===== src/rtl/uart_rx_pkg.sv =====
// Shared types and helpers for the oversampling UART receiver.
package uart_rx_pkg;

    typedef enum logic [2:0] {IDLE, START, DATA, PARITY, STOP, BREAK} rx_state_t;

    function automatic int tick_div(input int clk_freq, input int baud, input int os);
        return clk_freq / (baud * os);
    endfunction

    function automatic logic majority3(input logic a, input logic b, input logic c);
        return (a & b) | (a & c) | (b & c);
    endfunction

endpackage


===== src/rtl/uart_rx_oversample_if.sv =====
// Received-word stream: the receiver drives data/valid, the consumer drives ready.
interface uart_rx_oversample_if #(
    parameter int DATA_WIDTH = 8
);
    logic [DATA_WIDTH-1:0] data_o;
    logic                  valid_o;
    logic                  ready_i;

    modport master (output data_o, output valid_o, input ready_i);
    modport slave  (input data_o, input valid_o, output ready_i);
endinterface


===== src/rtl/uart_rx_fifo.sv =====
// Small synchronous FIFO; extra pointer MSB tells full from empty.
module uart_rx_fifo #(
    parameter int WIDTH = 8,
    parameter int DEPTH = 4
) (
    input  logic             clk,
    input  logic             rstn,
    input  logic             push_i,
    input  logic [WIDTH-1:0] push_data_i,
    input  logic             pop_i,
    output logic [WIDTH-1:0] pop_data_o,
    output logic             full_o,
    output logic             empty_o
);
    localparam int AW = $clog2(DEPTH);

    logic [AW:0]      wr_ptr_q, wr_ptr_d;
    logic [AW:0]      rd_ptr_q, rd_ptr_d;
    logic [WIDTH-1:0] mem_q [DEPTH];
    logic             wr_en;
    logic             rd_en;

    assign empty_o    = (wr_ptr_q == rd_ptr_q);
    assign full_o     = (wr_ptr_q[AW] != rd_ptr_q[AW]) && (wr_ptr_q[AW-1:0] == rd_ptr_q[AW-1:0]);
    // A write into a full FIFO is allowed when the head is leaving in the same clk.
    assign wr_en      = push_i && (!full_o || pop_i);
    assign rd_en      = pop_i && !empty_o;
    assign wr_ptr_d   = wr_ptr_q + {{AW{1'b0}}, wr_en};
    assign rd_ptr_d   = rd_ptr_q + {{AW{1'b0}}, rd_en};
    assign pop_data_o = mem_q[rd_ptr_q[AW-1:0]];

    always_ff @(posedge clk or negedge rstn) begin
        if (!rstn) begin
            wr_ptr_q <= '0;
            rd_ptr_q <= '0;
            for (int i = 0; i < DEPTH; i++) mem_q[i] <= '0;
        end else begin
            wr_ptr_q <= wr_ptr_d;
            rd_ptr_q <= rd_ptr_d;
            if (wr_en) mem_q[wr_ptr_q[AW-1:0]] <= push_data_i;
        end
    end
endmodule


===== src/rtl/uart_rx_oversample.sv =====
// Oversampling UART receiver with majority vote and receive FIFO.
// Parity bit support is enabled by defining UART_RX_PARITY_EN.
//   state  | meaning
//   IDLE   | line idle, waiting for rxs low
//   START  | checking start bit, false starts return to IDLE
//   DATA   | shifting in data bits LSB first
//   PARITY | even parity bit (UART_RX_PARITY_EN only)
//   STOP   | stop bit decided at s = M+1
//   BREAK  | stop bit was low; wait for line high
module uart_rx_oversample
    import uart_rx_pkg::*;
#(
    parameter int DATA_WIDTH = 8,
    parameter int BAUD_RATE  = 115200,
    parameter int CLK_FREQ   = 200_000_000,
    parameter int OVERSAMPLE = 16,
    parameter int FIFO_DEPTH = 4
) (
    input  logic                 clk,
    input  logic                 rstn,
    input  logic                 rxd,
    uart_rx_oversample_if.master rx_if,
    output logic                 frame_err,
    output logic                 overrun,
    output logic                 parity_err
);
    localparam int TICK_DIV = tick_div(CLK_FREQ, BAUD_RATE, OVERSAMPLE);
    localparam int TW       = (TICK_DIV > 1) ? $clog2(TICK_DIV) : 1;
    localparam int SW       = $clog2(OVERSAMPLE);
    localparam int BW       = (DATA_WIDTH > 1) ? $clog2(DATA_WIDTH) : 1;
    localparam int M        = OVERSAMPLE / 2;

    localparam logic [TW-1:0] TICK_LD  = TW'(TICK_DIV - 1);
    localparam logic [SW-1:0] S_LO     = SW'(M - 1);
    localparam logic [SW-1:0] S_MID    = SW'(M);
    localparam logic [SW-1:0] S_HI     = SW'(M + 1);
    localparam logic [SW-1:0] S_END    = SW'(OVERSAMPLE - 1);
    localparam logic [BW-1:0] BIT_LAST = BW'(DATA_WIDTH - 1);

    if (TICK_DIV < 2) begin : g_tick_div_check
        $error("uart_rx_oversample: CLK_FREQ/(BAUD_RATE*OVERSAMPLE) must be at least 2");
    end

    logic [1:0]            sync_q;
    logic                  rxs;
    rx_state_t             state_q, state_d;
    logic [TW-1:0]         tick_q, tick_d;
    logic [SW-1:0]         s_q, s_d;
    logic [BW-1:0]         bit_q, bit_d;
    logic [1:0]            samp_q, samp_d;
    logic [DATA_WIDTH-1:0] shift_q, shift_d;
    logic                  frame_err_q, frame_err_d;
    logic                  overrun_q, overrun_d;
    logic                  tick, at_dec, at_end, vote;
    logic                  push, pop;
    logic                  fifo_full, fifo_empty;
    logic [DATA_WIDTH-1:0] fifo_data;
`ifdef UART_RX_PARITY_EN
    logic                  par_q, par_d;
    logic                  parity_err_q, parity_err_d;
`endif

    always_ff @(posedge clk or negedge rstn) begin
        if (!rstn) sync_q <= 2'b11;
        else       sync_q <= {sync_q[0], rxd};
    end
    assign rxs = sync_q[1];

    // Tick is the terminal count of the prescaler; s counts ticks within a bit.
    assign tick   = (tick_q == '0);
    assign at_dec = tick && (s_q == S_HI);
    assign at_end = tick && (s_q == S_END);
    assign vote   = majority3(samp_q[0], samp_q[1], rxs);

    always_comb begin
        state_d     = state_q;
        tick_d      = tick ? TICK_LD : tick_q - 1'b1;
        s_d         = s_q;
        if (tick) s_d = (s_q == S_END) ? '0 : s_q + 1'b1;
        bit_d       = bit_q;
        samp_d      = samp_q;
        if (tick && (s_q == S_LO))  samp_d[0] = rxs;
        if (tick && (s_q == S_MID)) samp_d[1] = rxs;
        shift_d     = shift_q;
        push        = 1'b0;
        frame_err_d = 1'b0;
`ifdef UART_RX_PARITY_EN
        par_d        = par_q;
        parity_err_d = 1'b0;
`endif
        case (state_q)
            IDLE: begin
                if (!rxs) begin
                    state_d = START;
                    tick_d  = TICK_LD;
                    s_d     = '0;
                    bit_d   = '0;
                end
            end
            START: begin
                if (at_dec && vote) state_d = IDLE;
                else if (at_end)    state_d = DATA;
            end
            DATA: begin
                if (at_dec) shift_d = DATA_WIDTH'({vote, shift_q} >> 1);
                if (at_end) begin
                    if (bit_q == BIT_LAST) begin
                        bit_d = '0;
`ifdef UART_RX_PARITY_EN
                        state_d = PARITY;
`else
                        state_d = STOP;
`endif
                    end else begin
                        bit_d = bit_q + 1'b1;
                    end
                end
            end
`ifdef UART_RX_PARITY_EN
            PARITY: begin
                if (at_dec) par_d = vote;
                if (at_end) state_d = STOP;
            end
`endif
            STOP: begin
                // Deciding mid-stop leaves time to catch a back-to-back start edge.
                if (at_dec) begin
                    if (vote) begin
                        push    = 1'b1;
                        state_d = IDLE;
`ifdef UART_RX_PARITY_EN
                        parity_err_d = (^shift_q) ^ par_q;
`endif
                    end else begin
                        frame_err_d = 1'b1;
                        state_d     = BREAK;
                    end
                end
            end
            BREAK: begin
                if (rxs) state_d = IDLE;
            end
            default: state_d = IDLE;
        endcase
    end

    assign pop       = !fifo_empty && rx_if.ready_i;
    assign overrun_d = push && fifo_full && !pop;

    always_ff @(posedge clk or negedge rstn) begin
        if (!rstn) begin
            state_q     <= IDLE;
            tick_q      <= '0;
            s_q         <= '0;
            bit_q       <= '0;
            samp_q      <= '0;
            shift_q     <= '0;
            frame_err_q <= 1'b0;
            overrun_q   <= 1'b0;
        end else begin
            state_q     <= state_d;
            tick_q      <= tick_d;
            s_q         <= s_d;
            bit_q       <= bit_d;
            samp_q      <= samp_d;
            shift_q     <= shift_d;
            frame_err_q <= frame_err_d;
            overrun_q   <= overrun_d;
        end
    end

`ifdef UART_RX_PARITY_EN
    always_ff @(posedge clk or negedge rstn) begin
        if (!rstn) begin
            par_q        <= 1'b0;
            parity_err_q <= 1'b0;
        end else begin
            par_q        <= par_d;
            parity_err_q <= parity_err_d;
        end
    end
    assign parity_err = parity_err_q;
`else
    assign parity_err = 1'b0;
`endif

    assign frame_err = frame_err_q;
    assign overrun   = overrun_q;

    uart_rx_fifo #(
        .WIDTH (DATA_WIDTH),
        .DEPTH (FIFO_DEPTH)
    ) u_fifo (
        .clk         (clk),
        .rstn        (rstn),
        .push_i      (push),
        .push_data_i (shift_q),
        .pop_i       (pop),
        .pop_data_o  (fifo_data),
        .full_o      (fifo_full),
        .empty_o     (fifo_empty)
    );

    assign rx_if.data_o  = fifo_data;
    assign rx_if.valid_o = !fifo_empty;
endmodule

===== src/flat_wrapper.sv =====
// flat-port wrapper written by rule: the top's interface ports become plain ports
module uart_rx_oversample_flat import uart_rx_pkg::*;
#(
    parameter int DATA_WIDTH = 8,
    parameter int BAUD_RATE  = 115200,
    parameter int CLK_FREQ   = 200_000_000,
    parameter int OVERSAMPLE = 16,
    parameter int FIFO_DEPTH = 4
)
  (clk, rstn, rxd, frame_err, overrun, parity_err, rx_if_data_o, rx_if_valid_o, rx_if_ready_i);
  uart_rx_oversample_if #(.DATA_WIDTH(DATA_WIDTH)) rx_if_i ();
  input  logic clk;
  input  logic rstn;
  input  logic rxd;
  output logic frame_err;
  output logic overrun;
  output logic parity_err;
  output wire logic [$bits(rx_if_i.data_o)-1:0] rx_if_data_o;
  output wire logic [$bits(rx_if_i.valid_o)-1:0] rx_if_valid_o;
  input wire logic [$bits(rx_if_i.ready_i)-1:0] rx_if_ready_i;
  assign rx_if_data_o = rx_if_i.data_o;
  assign rx_if_valid_o = rx_if_i.valid_o;
  assign rx_if_i.ready_i = rx_if_ready_i;
  uart_rx_oversample #(.DATA_WIDTH(DATA_WIDTH), .BAUD_RATE(BAUD_RATE), .CLK_FREQ(CLK_FREQ), .OVERSAMPLE(OVERSAMPLE), .FIFO_DEPTH(FIFO_DEPTH)) u_core (.clk(clk), .rstn(rstn), .rxd(rxd), .rx_if(rx_if_i), .frame_err(frame_err), .overrun(overrun), .parity_err(parity_err));
endmodule

===== config.mk =====
export PLATFORM = sky130hd
export DESIGN_NAME = uart_rx_oversample_flat
export DESIGN_NICKNAME = d
export VERILOG_FILES = /design/src/rtl/uart_rx_pkg.sv /design/src/rtl/uart_rx_oversample_if.sv /design/src/rtl/uart_rx_fifo.sv /design/src/rtl/uart_rx_oversample.sv /design/src/flat_wrapper.sv
export SDC_FILE = /design/constraint.sdc
export NUM_CORES = 1
export LEC_CHECK = 0
export CORE_MARGIN = 4
export CORE_UTILIZATION = 64
export DETAILED_ROUTE_END_ITERATION = 6
export GPL_TIMING_DRIVEN = 0
export HOLD_SLACK_MARGIN = 0.03
export MAX_ROUTING_LAYER = met4
export PLACE_DENSITY = 0.81
export SYNTH_ARGS = -nofsm -noshare
export SYNTH_HDL_FRONTEND = slang
export SYNTH_SLANG_ARGS = --single-unit

===== constraint.sdc =====
create_clock -name clk -period 3.85 [get_ports clk]
set_input_delay 0.5775 -clock clk [delete_from_list [all_inputs] [get_ports clk]]
set_output_delay 0.5775 -clock clk [all_outputs]
set_load 0.02 [all_outputs]

== Word level (Yosys, flattened, before mapping) ==
Index checks and enable logic that the tools add are counted.
Word-level totals
  bits in registers: 69
  input port bits: 4
  output and inout port bits: 12
  logic and storage cells: 103
Cells by class
  $add $sub $neg: 5
  $lt $le $gt $ge: 3
  equal/unequal tests: 18
  muxes and demuxes: 32
  bitwise logic cells: 7
  reductions and logical operators: 22
Operator list (number)
  two-way mux 3 bit: 11
  bitwise mux 32 bit: 1
  two-way mux 8 bit: 3
  two-way mux 7 bit: 3
  binary-select mux 8 bit (select 2 bit): 1
  demux 8 bit (select 2 bit): 1
  two-way mux 4 bit: 4
  case mux 3 bit (5 select lines): 1
  == test 4 bit, second input constant: 3
  logical AND 1 bit: 12
  == test 3 bit, second input constant: 3
  != test 2 x 1 -> 1 bit, second input constant: 4
  zero test 7 bit: 1
  subtractor 7 x 1 -> 7 bit, second input constant: 1
  adder 3 x 1 -> 3 bit: 2
  >= comparator 3 bit, second input constant: 2
  two-way mux 1 bit: 6
  inverter 2 -> 3 bit: 2
  case mux 3 bit (2 select lines): 1
  AND reduction 6 bit: 1
  adder 4 x 1 -> 4 bit, second input constant: 1
  == test 4 x 3 -> 1 bit, second input constant: 1
  adder 3 x 1 -> 3 bit, second input constant: 1
  bitwise AND 1 bit: 3
  15 further kinds: 18

== Longest topological paths before layout ==
Gate-level depths: netlist of the first run.
  word-level depth: 8
  gate-level depth with buffers: 8
  mapped depth without buffers: 8

== Hierarchy ==
A second synthesis of the first run with hierarchy kept.
Unflattened totals
  cells, all modules: 249
  area, all modules: 3375.7 um2
Modules (own cells, without submodules)
  uart_rx_fifo: times used 1, cells an instance 104, area each 1828.0 um2, sequential area each 950.9 um2
  uart_rx_oversample: times used 1, cells an instance 145, area each 1547.7 um2, sequential area each 778.2 um2

== Worst setup path after synthesis of the first run ==
No wires, ideal clock.
  path type: register to register
  from: register u_core.tick_q[0]
  to: register u_core.u_fifo.mem_q[24] in the netlist's numbering
  library setup time: 0.125 ns
  data arrival time: 2.003 ns
  required time: 3.725 ns
  path slack: 1.722 ns
  stages on the path, launching flop included: 7
  path buffers: 0
  clock period less this slack: 2.128 ns
  path through: dfrtp_1 -> inv_1 -> ha_1 -> nor4b_4 -> nand4_4 -> nor4b_4 -> mux2_2
On the way
  word-level cells in the longest chain between the ends: 5
Ends and longest elaborated chain
  from (decl): line uart_rx_oversample.sv:47  | logic [TW-1:0] tick_q, tick_d;
  from (signal assigned): line uart_rx_oversample.sv:162  | tick_q <= tick_d;
  zero test 7 bit: line uart_rx_oversample.sv:70  | assign tick = (tick_q == '0);
  logical AND 1 bit: line uart_rx_oversample.sv:71  | assign at_dec = tick && (s_q == S_HI);
  two-way mux 1 bit: line uart_rx_oversample.sv:127  | if (at_dec) begin
  two-way mux 1 bit: line uart_rx_oversample.sv:91  | case (state_q)
  logical AND 1 bit: line uart_rx_fifo.sv:26  | assign wr_en = push_i && (!full_o || pop_i);
  to (signal, indexed assignment): line uart_rx_fifo.sv:40  | if (wr_en) mem_q[wr_ptr_q[AW-1:0]] <= push_data_i;
  to (decl): line uart_rx_fifo.sv:19  | logic [WIDTH-1:0] mem_q [DEPTH];
Every way passes these cells.
A chain may end at the register's enable or synchronous reset.

== Worst setup path after layout of the first run ==
  from: register u_core.u_fifo.rd_ptr_q[1]
  to: output port rx_if_valid_o
On the way
  word-level cells in the longest chain between the ends: 2
Ends and longest elaborated chain
  from (decl): line uart_rx_fifo.sv:18  | logic [AW:0] rd_ptr_q, rd_ptr_d;
  from (signal assigned): line uart_rx_fifo.sv:39  | rd_ptr_q <= rd_ptr_d;
  == test 3 bit: line uart_rx_fifo.sv:23  | assign empty_o = (wr_ptr_q == rd_ptr_q);
  zero test 1 bit: line uart_rx_oversample.sv:205  | assign rx_if.valid_o = !fifo_empty;
  to (decl): line flat_wrapper.sv:19  | output wire logic [$bits(rx_if_i.valid_o)-1:0] rx_if_valid_o;
Every way passes these cells.

==> results.json, run 1 <==
{
  "clk_pin_slew_worst_paths_ps": 70,
  "die_h_um": 79.9,
  "hold_violations": 0,
  "synth-edff-count": 0,
  "skew_ps": 10.8,
  "end_kind": "output port",
  "yosys_warnings": 0,
  "ios": 16,
  "dr.pass1.iters": 4,
  "total_leakage_power_nw": 1.71,
  "ctsHoldBuffers": 0,
  "grt_usage_pct": 21.4,
  "outcome": "finished clean",
  "vias": 1929,
  "ant_nets": 0,
  "whs_ps": 344,
  "ys.flop_type": "dfrtp_1",
  "grt_pass1_vias": 2057,
  "die_area_um2": 6390,
  "setup-violations-final": 0,
  "post_drt_wl_per_cell_um": 16.5,
  "cap_violations": 0,
  "peakVddDrop_mv": 0.416,
  "grt_pass1_wl_um": 10100,
  "start_util_pct": 67.8,
  "avgSynthCellArea_um2": 13.5,
  "async_flop_share_pct": 100,
  "cts_setup_buffers": 0,
  "ys_types": 46,
  "root_buffer": "clkbuf_8",
  "cts_tree": "done",
  "grt-ovfl-total": 0,
  "syn_area_um2": 3310,
  "crit_type": "reg2out",
  "htree_num_levels": 3,
  "final_net_count": 285,
  "worstPathArrival_ps": 2040,
  "insertion_delay_ps": 330,
  "seq_area_um2": 1730,
  "wl_um": 5670,
  "initialDrtViolationCount": 111,
  "fmax_mhz": 382,
  "antenna_found_initial": 0,
  "cp_slowest_cell": "clkdlybuf4s50_1",
  "place.gp.congestion": 0.845,
  "ys_seq_area_share_pct": 52.2,
  "clockBufferDepth": 2,
  "critical_path.max_stage_delay_ps": 600,
  "setup.worst_path.start_class": "register",
  "clkSinkCount": 69,
  "cts-buffers-inserted": 9,
  "grt_max_degree": 70,
  "coreArea_um2": 4880,
  "routed_via_density": 5.62,
  "nFillCells": 354,
  "power_density_nw_per_um2": 409,
  "drv_slew": 0,
  "cts-resized-gates": 0,
  "synthCells": 246,
  "drc": 0,
  "cpLargestDelayFamily": "buffers and inverters",
  "path_cells": "buf_2, xor2_1, nor2_1, nand2_1, clkdlybuf4s50_1",
  "rsz0062_at_grt": "false",
  "cp.buffers_inverters": 2,
  "area_growth_pct": 12.7,
  "slew_headroom_pct": 36.0,
  "synth_nets": 260,
  "crit_fanout": 9,
  "antenna_cells": 0,
  "total_power_mw": 1.52,
  "worstMarginPinSlew_ps": 951,
  "layout_worst_path_cycle_share_pct": 68.0,
  "synth-seq-cells": 69,
  "multi_input_area_um2": 1510,
  "crit_required_ps": 3270,
  "portBuffers": 14,
  "period_minus_slack_ps": 2620,
  "drive_gt1_share_pct": 31.5,
  "min_path_type": "in2async",
  "die_w_um": 79.9,
  "rows": 25,
  "hpwl_um": 3820
}
==> flip-flops by register name (all words and copies together), names as in the netlist <==
name and count:
u_core.samp_q 2, u_core.u_fifo.mem_q 32, u_core.tick_q 7, u_core.u_fifo.rd_ptr_q 3, u_core.bit_q 3, u_core.sync_q 2
u_core.overrun 1, u_core.u_fifo.wr_ptr_q 3, u_core.s_q 4, u_core.frame_err 1, u_core.state_q 3, u_core.shift_q 8
==> per-layer routing <==
layer | track usage, % | part of all wire [%] | vias up
met5 | - | 0 | -
met1 | 30.0 | 49 | 953
met2 | 31.9 | 46 | 28
met4 | 8.11 | 1.1 | 0
met3 | 3.39 | 3.3 | 4
li1 | - | - | 944
==> final timing paths <==
path / slack, ps / end / start / depth (start not counted)
worst max-delay path: 1230 / rx_if_valid_o / u_core.u_fifo.rd_ptr_q[1] / 5
worst min-delay path: 340 / u_core.tick_q[2] / rstn / 1
worst max register to register: 1280 / u_core.u_fifo.mem_q[8] / u_core.tick_q[0] / 6
max in group asynchronous: 2950 / u_core.bit_q[0] / rstn / 1
min in group clk: 360 / u_core.sync_q[1] / u_core.sync_q[0] / 0
worst min register to register: 360 / u_core.sync_q[1] / u_core.sync_q[0] / 0
==> worst register-to-register path, delay by kind of cell (launching register included) <==
family        cells  cell delay, ps
fa+ha+maj         1             240
flops             1             400
mux               1             420
simple gates      3            1340
buf+inv           1              60
==> metrics by stage <==
stage / setup slack, ps / setup TNS (ps) / utilization, % / area [µm²] / instances
floorplan: 1720 / 0 / - / 3310 / 246
global placement: -24.4 / -1350 / 72.4 / 3530 / 327
detailed placement: 1310 / 0 / 72.4 / 3530 / 327
CTS: 1190 / 0 / 76.4 / 3730 / 343
global route: 1100 / 0 / 76.4 / 3730 / 343
finish: 1230 / 0 / 76.4 / 3730 / 343
==> layout by cell type (no fill, tap or decap), drive strengths merged, types with 2 or more instances in the layout <==
cell type,count
a21oi,5
and2,2
mux4,8
nand4,3
nor2,12
clkdlybuf4s50,13
nor3,4
dfstp,2
or3,2
nor4bb,2
nor4,6
nor4b,4
nand2b,2
inv,8
xor2,5
nand2,18
a21o,2
xnor2,4
ha,10
o21ai,7
buf,7
nor3b,4
clkbuf,10
nand3,5
dfrtp,67
mux2,43
clkinv,4
mux2i,2
==> logic make-up (layout without fill, tap and decap cells) <==
family | after synthesis | after routing | share of synthesized area (%)
other | 1 | 1 | 0.113
XOR/XNOR | 9 | 9 | 2.38
adder cells (fa/ha/maj) | 11 | 11 | 4.08
buffers and inverters | 14 | 44 | 2.04
multiplexers | 53 | 53 | 20.7
flip-flops | 69 | 69 | 52.2
AND/OR/NAND/NOR | 69 | 69 | 14.8
AO/OA/AOI/OAI | 20 | 20 | 3.70
==> report_power, final <==
part / total (mW) / internal (mW) / switching, mW / leakage, nW
sequential: 0.757 / 0.744 / 0.0129 / 0.918
combinational: 0.191 / 0.0783 / 0.112 / 0.697
clock: 0.577 / 0.301 / 0.276 / 0.0996
==> layout make-up <==
class | count | share of cell area [%]
Multi-Input combinational cell | 163 | 40.6
Clock buffer | 9 | 3.32
Inverter | 7 | 0.704
Timing Repair Buffer | 14 | 3.69
Buffer | 7 | 1.11
Sequential cell | 69 | 46.4
Tap cell | 67 | 2.25
Clock inverter | 7 | 1.98
==> Yosys cell counts, drive strengths merged, types with 2 or more instances <==
cell    number  area (µm²)
nor4bb       2        20.0
dfstp        2        52.6
nand3        5        25.0
buf          6        37.5
mux2i        2        20.0
nor4         6        97.6
ha          10         125
or3          2        12.5
nand2b       2        12.5
nor3b        4        35.0
nand2       18        67.6
nor3         4        20.0
and2         2        12.5
nand4        3        33.8
xnor2        4        35.0
nor4b        4        65.1
a21o         2        15.0
o21ai        7        35.0
nor2        12        47.6
inv          7        26.3
a21oi        5        25.0
dfrtp       67        1680
mux4         8         180
xor2         5        43.8
mux2        43         484
Note: power is estimated with default switching activity, not from simulation.
==> run 2: changes to the inputs <==
- CORE_UTILIZATION: 64 -> 60
- PLACE_DENSITY: 0.81 -> 0.76
- clock period: 3.85 -> 2.5 ns (I/O delays scaled with it)
==> run 2 against run 1 <==
Global-route usage down 1.7 points. Register-to-register slack worse by 1100 ps. Via count up 3.5%. Design area up 3.2%. Sequential cell count unchanged. Count of clock-buffer cells in the layout unchanged. Clock skew down 1.5 ps. Die area up 6.0%. Worst setup slack worse by 1100 ps. Largest cell class unchanged. Highest routed layer unchanged.
==> results.json, run 2 (synthesis results as in run 1) <==
{
  "grt_usage_pct": 19.8,
  "comb_power_share_pct": 11.5,
  "cap_violations": 0,
  "ios": 16,
  "outcome": "finished clean",
  "slew_headroom_pct": 38.4,
  "ant_nets": 0,
  "r2r-end": "u_core.shift_q[6]",
  "endpoint": "rx_if_data_o[4]",
  "rsz0062_at_grt": "false",
  "top_register": "u_core.u_fifo.mem_q",
  "setup.worst_path.start_class": "register",
  "p_sw_mw": 0.629,
  "crit_required_ps": 2120,
  "peakVddDrop_mv": 0.360,
  "area_growth_pct": 16.2,
  "total_leakage_power_nw": 1.77,
  "routed_via_density": 5.67,
  "hold_violations": 0,
  "dp_cells": 330,
  "vias": 1997,
  "coreArea_um2": 5240,
  "setup-violations-final": 0,
  "root_buffer": "clkbuf_8",
  "dr.pass1.iters": 4,
  "layout_common_cells": "dfrtp_1, mux2_2, nand2_1",
  "reg_top3": "u_core.u_fifo.mem_q x32, u_core.shift_q x8, u_core.tick_q x7",
  "grt-ovfl-total": 0,
  "swShare_pct": 24.5,
  "skew_ps": 9.34,
  "portBuffers": 14,
  "layout_worst_path_cycle_share_pct": 95.5,
  "end_kind": "output port",
  "die_area_um2": 6770,
  "drive_gt1_share_pct": 33.3,
  "worstPathArrival_ps": 2010,
  "grt_max_degree": 70,
  "insertion_delay_ps": 340,
  "setup_ws_ps": 112,
  "cts_tree": "done",
  "clkSinkCount": 69,
  "antenna_found_initial": 0,
  "crit_type": "reg2out",
  "clockBufferDepth": 2,
  "min_path_type": "in2async",
  "grt_pass1_vias": 1985,
  "rows": 26,
  "fmax_mhz": 419,
  "die_w_um": 82.3,
  "clk_pin_slew_worst_paths_ps": 80,
  "wl_um": 5730,
  "seqPwrFrac_pct": 45.6,
  "final_net_count": 291,
  "startpoint": "u_core.u_fifo.rd_ptr_q[0]",
  "worstMarginPinSlew_ps": 916,
  "drc": 0,
  "place.gp.congestion": 0.869,
  "initialDrtViolationCount": 94,
  "fin_util_pct": 73.5,
  "die_h_um": 82.3,
  "nFillCells": 345,
  "instances_no_fill": 352,
  "final_common_cell": "dfrtp_1",
  "reg2reg_from": "u_core.tick_q[0]",
  "crit_fanout": 9,
  "power_density_nw_per_um2": 666,
  "period_minus_slack_ps": 2390,
  "r2r_slack_ps": 190,
  "hpwl_um": 3670,
  "dp_slack_ps": -83.9,
  "antenna_cells": 0,
  "grt_pass1_wl_um": 9540,
  "drv_slew": 0,
  "intPower_mw": 1.93,
  "post_drt_wl_per_cell_um": 16.3,
  "cts-buffers-inserted": 9,
  "largest_reg_flops": 32,
  "clock_power_share_pct": 42.8,
  "htree_num_levels": 3,
  "start_util_pct": 63.2,
  "ff2ff_path_depth": 6
}
## run 2: layout make-up
cell class / count / area (µm²) / area share [%]
Sequential cell: 69 / 1730 / 44.9
Multi-Input combinational cell: 163 / 1520 / 39.5
Timing Repair Buffer: 20 / 195 / 5.07
Clock buffer: 9 / 124 / 3.22
Clock inverter: 7 / 123 / 3.19
Tap cell: 70 / 87.6 / 2.28
Buffer: 7 / 41.3 / 1.07
Inverter: 7 / 26.3 / 0.683
## run 2: per-layer routing
metal	GRT usage, %	wire length [µm]	vias to the layer above
li1	-	-	959
met4	9.14	95	0
met5	-	0	-
met2	30.6	2820	32
met3	4.66	172	7
met1	24.7	2630	999
## run 2: worst min path at each step
stage	from	to	slack (ps)	cells after the start
after floorplan	rstn	u_core.bit_q[0]	80	0
after global placement	u_core.sync_q[0]	u_core.sync_q[1]	350	0
after detailed placement	u_core.sync_q[0]	u_core.sync_q[1]	350	0
after CTS	rstn	u_core.u_fifo.rd_ptr_q[1]	160	1
after global routing	rstn	u_core.u_fifo.wr_ptr_q[2]	190	1
final	rstn	u_core.u_fifo.rd_ptr_q[2]	140	1
## run 2: what timing repair did
action,4_1_cts,5_1_grt
pin swaps,4,4
endpoints found under the setup margin,32,35
gates cloned,0,0
hold buffers,0,0
resized for setup,0,2
setup buffers,0,6
## run 2: power groups by stage
stage	Combinational, mW	Clock (mW)	Sequential, mW
floorplan	0.215	0	1.18
global placement	0.295	0	1.19
detailed placement	0.297	0	1.19
CTS	0.298	1.12	1.17
global route	0.329	1.19	1.17
finish	0.296	1.10	1.17
## run 2: critical path: stages, from the launching register on
cell,delay (ps)
dfrtp_1,360
buf_4,230
mux4_2,520
clkdlybuf4s50_1,560
## run 2: per-stage QoR
stage,total power [mW],setup TNS (ps),area (µm²),hold WS [ps]
6_report,2.56,0,3850,136
4_1_cts,2.59,0,3780,162
3_3_place_gp,1.48,-80350,3540,349
5_1_grt,2.69,0,3850,189
3_5_place_dp,1.49,-1660,3540,348
2_1_floorplan,1.40,0,3310,79.4
==> run 3: changes to the inputs <==
- MAX_ROUTING_LAYER: met4 -> default
==> run 3 against run 2 <==
Sequential share of layout area did not move. Worst setup slack got worse by 7.1 ps. Core utilization did not move. Largest cell class unchanged. Largest power group unchanged.
==> results.json, run 3 (synthesis results as in run 1) <==
{
  "final_common_cell": "dfrtp_1",
  "antenna_cells": 0,
  "fmax_mhz": 417,
  "ctsHoldBuffers": 0,
  "placed_area_um2": 3540,
  "cts_tree": "done",
  "hold_violations": 0,
  "die_w_um": 82.3,
  "clk_pin_slew_worst_paths_ps": 70,
  "largest_reg_flops": 32,
  "insertion_delay_ps": 340,
  "cp_slowest_cell": "clkdlybuf4s50_1",
  "top_register": "u_core.u_fifo.mem_q",
  "skew_ps": 6.41,
  "min_path_type": "in2async",
  "period_minus_slack_ps": 2400,
  "grt_pass1_vias": 1981,
  "start_util_pct": 63.2,
  "worstMarginPinSlew_ps": 944,
  "area_growth_pct": 16.2,
  "slew_headroom_pct": 36.5,
  "ant_nets": 0,
  "worstPathArrival_ps": 2020,
  "vias": 2016,
  "portBuffers": 14,
  "cap_violations": 0,
  "cpLargestDelayFamily": "buffers and inverters",
  "finalSetupTns_ps": 0,
  "path_cells": "buf_4, mux4_2, clkdlybuf4s50_1",
  "drc": 0,
  "grt_usage_pct": 19.2,
  "grt-ovfl-total": 0,
  "die_area_um2": 6770,
  "final_net_count": 291,
  "initialDrtViolationCount": 96,
  "rsz0062_at_grt": "false",
  "htree_num_levels": 3,
  "multi_input_area_um2": 1520,
  "grt_max_degree": 70,
  "hpwl_um": 3670,
  "seq_area_um2": 1730,
  "dr.pass1.iters": 4,
  "cp.buffers_inverters": 2,
  "die_h_um": 82.3,
  "reg_top3": "u_core.u_fifo.mem_q x32, u_core.shift_q x8, u_core.tick_q x7",
  "finalInstanceArea_um2": 3850,
  "peakVddDrop_mv": 0.362,
  "total_leakage_power_nw": 1.77,
  "setup.worst_path.start_class": "register",
  "crit_required_ps": 2120,
  "nFillCells": 345,
  "ios": 16,
  "cts-buffers-inserted": 9,
  "power_density_nw_per_um2": 666,
  "post_drt_wl_per_cell_um": 16.2,
  "antenna_found_initial": 0,
  "drv_slew": 0,
  "setup-violations-final": 0,
  "place.gp.congestion": 0.855,
  "end_kind": "output port",
  "clkSinkCount": 69,
  "rows": 26,
  "layout_worst_path_cycle_share_pct": 95.8,
  "drive_gt1_share_pct": 33.3,
  "routed_via_density": 5.73,
  "crit_fanout": 9,
  "crit_type": "reg2out",
  "critical_path.max_stage_delay_ps": 560,
  "outcome": "finished clean",
  "wl_um": 5690,
  "layout_common_cells": "dfrtp_1, mux2_2, nand2_1",
  "clockBufferDepth": 2,
  "coreArea_um2": 5240,
  "grt_pass1_wl_um": 9530,
  "root_buffer": "clkbuf_8"
}
==> run 3: cell counts in the layout (fill, tap and decap cells not counted) <==
No cell type changed its count.
==> run 3: final cells by class <==
class / count / share of cell area [%]
multi-input cells: 163 / 39.5
clock inverters: 7 / 3.19
well taps: 70 / 2.28
plain buffers: 7 / 1.07
flip-flops and latches: 69 / 44.9
inverters: 7 / 0.683
repair buffers: 20 / 5.07
clock buffers: 9 / 3.22
==> run 3: metal layers <==
layer	up-vias	routed length (µm)	track usage (%)
met5	-	0	0
met4	0	90	7.64
met3	8	180	5.31
met2	29	2810	30.6
met1	1019	2600	24.7
li1	960	-	-
==> run 3: timing repair <==
action	CTS	global route
pin swaps	4	4
setup endpoints to repair	32	35
resized for setup	0	2
buffers inserted	0	6
==> run 3: power breakdown <==
group / switching, mW / leakage (nW) / internal, mW
sequential: 0.0240 / 0.918 / 1.15
clock: 0.427 / 0.116 / 0.667
combinational: 0.175 / 0.733 / 0.121
==> run 3: worst paths after layout <==
check / from / end / slack (ps) / cells after the start
min reg2reg: u_core.sync_q[0] / u_core.sync_q[1] / 360 / 0
min: rstn / u_core.u_fifo.rd_ptr_q[2] / 130 / 1
max: u_core.u_fifo.rd_ptr_q[0] / rx_if_data_o[4] / 100 / 3
max reg2reg: u_core.tick_q[0] / u_core.shift_q[6] / 180 / 6
min in group clk: u_core.sync_q[0] / u_core.sync_q[1] / 360 / 0
max in group asynchronous: rstn / u_core.bit_q[2] / 1810 / 1
==> run 3: per-stage QoR <==
stage	hold WS [ps]	instances	setup WS [ps]	utilization, %	total power [mW]
after global placement	349	330	-1180	67.6	1.48
after detailed placement	348	330	-83.9	67.5	1.49
after global routing	190	352	6.32	73.5	2.69
final	134	352	105	73.5	2.56
after CTS	162	346	1.51	72.2	2.59
after floorplan	79.4	246	372	-	1.40
